$ cat config.mk
export PLATFORM = sky130hd
export DESIGN_NAME = dlatch_bank
export DESIGN_NICKNAME = d
export VERILOG_FILES = /design/src/rtl/dlatch_bank.sv
export SDC_FILE = /design/constraint.sdc
export NUM_CORES = 1
export LEC_CHECK = 0
export ABC_CLOCK_PERIOD_IN_PS = 800
export CORE_UTILIZATION = 35
export DETAILED_ROUTE_END_ITERATION = 12
export GPL_ROUTABILITY_DRIVEN = 0
export MAX_ROUTING_LAYER = met4
export PLACE_DENSITY = 0.89
export SLEW_MARGIN = 20
export SYNTH_ARGS = -nofsm -noshare
export SYNTH_HDL_FRONTEND = slang
export SYNTH_SLANG_ARGS = --single-unit
export TNS_END_PERCENT = 20
$ cat constraint.sdc
create_clock -name clk -period 0.8 [get_ports clk]
set_input_delay 0.16 -clock clk [delete_from_list [all_inputs] [get_ports clk]]
set_output_delay 0.16 -clock clk [all_outputs]
set_load 0.1 [all_outputs]
$ cat src/rtl/dlatch_bank.sv
// Bank of NUM_CH independent WIDTH-bit capture registers with per-channel
// enable/clear and an optional shadow stage that publishes on a global commit.
module dlatch_bank #(
    parameter int              NUM_CH    = 4,
    parameter int              WIDTH     = 8,
    parameter int              MODE      = 0,
    parameter logic [WIDTH-1:0] RESET_VAL = '0,
    parameter int              OVF_W     = 4
) (
    input  logic                      clk,
    input  logic                      reset,
    input  logic [NUM_CH*WIDTH-1:0]   data,
    input  logic [NUM_CH-1:0]         en,
    input  logic [NUM_CH-1:0]         clr,
    input  logic                      commit,
    output logic [NUM_CH*WIDTH-1:0]   q,
    output logic [NUM_CH-1:0]         q_valid,
    output logic [NUM_CH-1:0]         pending,
    output logic [NUM_CH*OVF_W-1:0]   ovf_cnt
);

    typedef enum logic {
        IDLE = 1'b0,
        PEND = 1'b1
    } ch_state_t;

    localparam logic [OVF_W-1:0] OVF_MAX = {OVF_W{1'b1}};

    if (MODE == 0) begin : g_direct
        // commit has no meaning without a shadow stage.
        logic unused_commit;
        assign unused_commit = commit;

        for (genvar c = 0; c < NUM_CH; c++) begin : g_ch
            logic [WIDTH-1:0] q_r;
            logic             valid_r;

            always_ff @(posedge clk) begin
                if (reset || clr[c]) begin
                    q_r     <= RESET_VAL;
                    valid_r <= 1'b0;
                end else if (en[c]) begin
                    q_r     <= data[c*WIDTH +: WIDTH];
                    valid_r <= 1'b1;
                end
            end

            assign q[c*WIDTH +: WIDTH]     = q_r;
            assign q_valid[c]              = valid_r;
            assign pending[c]              = 1'b0;
            assign ovf_cnt[c*OVF_W +: OVF_W] = '0;
        end
    end else begin : g_shadow
        for (genvar c = 0; c < NUM_CH; c++) begin : g_ch
            ch_state_t        state;
            logic [WIDTH-1:0] shadow;
            logic [WIDTH-1:0] q_r;
            logic             valid_r;
            logic [OVF_W-1:0] cnt;

            // en+commit together writes straight through so the fresh word
            // lands in the same coherent snapshot as the other channels.
            always_ff @(posedge clk) begin
                if (reset || clr[c]) begin
                    state   <= IDLE;
                    shadow  <= RESET_VAL;
                    q_r     <= RESET_VAL;
                    valid_r <= 1'b0;
                    cnt     <= '0;
                end else if (en[c] && commit) begin
                    state   <= IDLE;
                    shadow  <= data[c*WIDTH +: WIDTH];
                    q_r     <= data[c*WIDTH +: WIDTH];
                    valid_r <= 1'b1;
                    cnt     <= '0;
                end else if (commit) begin
                    if (state == PEND) begin
                        state   <= IDLE;
                        q_r     <= shadow;
                        valid_r <= 1'b1;
                        cnt     <= '0;
                    end
                end else if (en[c]) begin
                    shadow <= data[c*WIDTH +: WIDTH];
                    state  <= PEND;
                    if (state == PEND && cnt != OVF_MAX) begin
                        cnt <= cnt + OVF_W'(1);
                    end
                end
            end

            assign q[c*WIDTH +: WIDTH]       = q_r;
            assign q_valid[c]                = valid_r;
            assign pending[c]                = (state == PEND);
            assign ovf_cnt[c*OVF_W +: OVF_W] = cnt;
        end
    end

endmodule

==> impl_metrics.env <==
export IMPL_synth_avg_cell_area_sq_um=10.17
export IMPL_yosysWarnings=0
export IMPL_synthDistinctLibCells=7
export IMPL_setup_worst_path_start_class="register"
export IMPL_postLayoutCellArea_sq_um=2770
export IMPL_dpl_cell_area_sq_um=2650
export IMPL_netlist_area_sq_um=1475
export IMPL_clkPwrFrac_pct=28.5
export IMPL_path_clk_slew_ns=0.07
export IMPL_fin_crit_sh_pct=122.5
export IMPL_hold_class="in -> reg"
export IMPL_slowest_delay_ns=0.36
export IMPL_num_antenna_cells=0
export IMPL_drv_slew=0
export IMPL_holdPathStages=4
export IMPL_path_cells="buf_12"
export IMPL_status="finished with violations"
export IMPL_chipWidth_microns=66.92
export IMPL_cts_tree="built"
export IMPL_internal_power_mw=3.159
export IMPL_grt_setup_unrepaired="yes"
export IMPL_critPathBufInv=1
export IMPL_cts_hold_buf=0
export IMPL_viasPerCell=4.231
export IMPL_sw_frac_of_total_pct=34.92
export IMPL_min_delay_start="clr[2]"
export IMPL_io_buffer_count=77
export IMPL_fin_ws_ns=-0.1797
export IMPL_syn_inst=145
export IMPL_numClockSinks=36
export IMPL_synth_seq_cells=36
export IMPL_fin_skew_ns=0
export IMPL_worstSkewPairLatency_ns=0.27
export IMPL_combPwrFrac_pct=32.4
export IMPL_slowest_stage="dfxtp_2"
export IMPL_grt_use_total_pct=15.48
export IMPL_grt_max_degree=12
export IMPL_die_height_microns=66.92
export IMPL_max_vdd_ir_drop_mv=1.105
export IMPL_seq_area_frac_synth_pct=48.85
export IMPL_wl_per_cell_microns=11.59
export IMPL_arrival_ns=0.82
export IMPL_dp_slack_ns=-0.4489
export IMPL_post_route_min_period_ns=0.9797
export IMPL_core_rowCount=23
export IMPL_timing_fmax_mhz=1021
export IMPL_drtIter0Drc=38
export IMPL_numCtsBuffers=5
export IMPL_required_ns=0.64
export IMPL_violations="setup timing"
export IMPL_antenna_found_initial=0
export IMPL_root_buffer="clkbuf_8"
export IMPL_finish_net_count=265
export IMPL_r2r_cells=2
export IMPL_critPathKind="reg -> out"
export IMPL_ant_nets=0
export IMPL_path_delay_family="flip-flops"
export IMPL_layout_commonest_cell="buf_12"
export IMPL_hpwlAfterDp_microns=2544
export IMPL_start_util_pct=36.61
export IMPL_drv_cap=0
export IMPL_final_cell_mix="buf_12, nor2_1, clkdlybuf4s50_1, mux2i_1, dfxtp_2"
export IMPL_finalSetupViolations=44
export IMPL_r2r_end="g_direct.g_ch[3].q_r[3]"
export IMPL_overflow=0
export IMPL_coreArea_sq_um=4029
export IMPL_drive_gt1_share_pct=40.81
export IMPL_vias=1155
export IMPL_finalSetupTns_ns=-6.516
export IMPL_cellPowerDensity_nw_per_um2=1752
export IMPL_hold_viol=0
export IMPL_cp_max_fo=2
export IMPL_cp_end_kind="output port"
export IMPL_ioPinCount=99
export IMPL_reg2reg_slack_ns=0.15
export IMPL_drt_total_wl_microns=3164
export IMPL_grt_pass1_vias=1057
export IMPL_stdcell_count=273
export IMPL_cts_setup_buffers=0
export IMPL_dpl_cell_count=265
export IMPL_area_growth_pct=87.79
export IMPL_seqPwrFrac_pct=39.2
export IMPL_cts_htree_levels=2
export IMPL_clock_path_buffers=2
export IMPL_p_leak_nw=1.208
export IMPL_dieArea_sq_um=4478
export IMPL_r2r_start="g_direct.g_ch[3].q_r[3]"
export IMPL_power_switching_mw=1.695
export IMPL_drt_first_pass_iters=3
export IMPL_holdPathEnd="g_direct.g_ch[2].q_r[3]"
export IMPL_drc=0
export IMPL_grt_first_pass_wirelength_microns=4871
-- what timing repair did --
action                     CTS  global route
pin swaps                    1             2
hold endpoints to repair     0             0
cloned                       0             0
setup endpoints to repair   72            54
gates resized for setup     11             5
-- power groups by stage --
stage,logic [mW],clock network (mW),registers (mW)
finish,1.57,1.38,1.90
global route,1.63,1.50,1.91
CTS,1.58,1.42,1.90
detailed placement,1.57,0,1.94
global placement,1.56,0,1.94
floorplan,0.775,0,2.29
-- worst max path at each step --
stage                                   startpoint                 endpoint  slack (ns)  cells after the start
after floorplan            g_direct.g_ch[1].q_r[4]  g_direct.g_ch[1].q_r[4]       -0.12                      2
after global placement                       reset  g_direct.g_ch[1].q_r[5]       -0.43                      3
after detailed placement                     reset  g_direct.g_ch[1].q_r[1]       -0.45                      3
after CTS                  g_direct.g_ch[2].q_r[4]                    q[20]       -0.19                      1
after global routing      g_direct.g_ch[3].valid_r               q_valid[3]       -0.21                      1
final                      g_direct.g_ch[3].q_r[6]                    q[30]       -0.18                      1
-- layout make-up --
type / instances / area [sq um]
Sequential cell: 36 / 798.3
Multi-Input combinational cell: 96 / 585.6
Tap cell: 50 / 62.56
Timing Repair Buffer: 83 / 1224
Fill cell: 298 / 1259
Clock buffer: 8 / 100.1
-- cells by family (layout without fill, tap and decap cells) --
group                  count (synthesis)  count (layout)  share of synthesized area [%]
flip-flops                            36              36                          48.85
buffers and inverters                 32              91                          17.30
other                                  1              20                         0.2542
AND/OR/NAND/NOR                       44              44                          11.87
multiplexers                          32              32                          21.71
-- synthesized netlist by cell type --
cell type	instances	area, sq um
dfxtp_1	36	720.7
mux2i_1	32	320.3
conb_1	1	3.750
or2_1	4	25.02
buf_6	4	45.04
buf_4	28	210.2
nor2_1	40	150.1
-- through the flow --
step,power (mW),hold slack [ns],utilization (%)
after floorplan,3.062,0.3059,-
after global placement,3.498,0.4999,65.78
after detailed placement,3.515,0.5074,65.78
after CTS,4.904,0.4018,68.45
after global routing,5.038,0.3114,68.76
final,4.854,0.2967,68.76
-- state kept, by name, summed over array words and instances, names as in the netlist --
signal and flops:
g_direct.g_ch.q_r 32, g_direct.g_ch.valid_r 4
-- layer usage --
layer | global-route usage (%) | routed length (microns) | vias to the layer above | share of wire [%]
li1 | - | - | 576 | -
met2 | 25.51 | 1632 | 53 | 52
met4 | 7.979 | 59 | 0 | 1.9
met3 | 5.479 | 256 | 7 | 8.1
met5 | - | 0 | - | 0
met1 | 16.22 | 1215 | 519 | 38
Power figures use the tool's default switching activity.
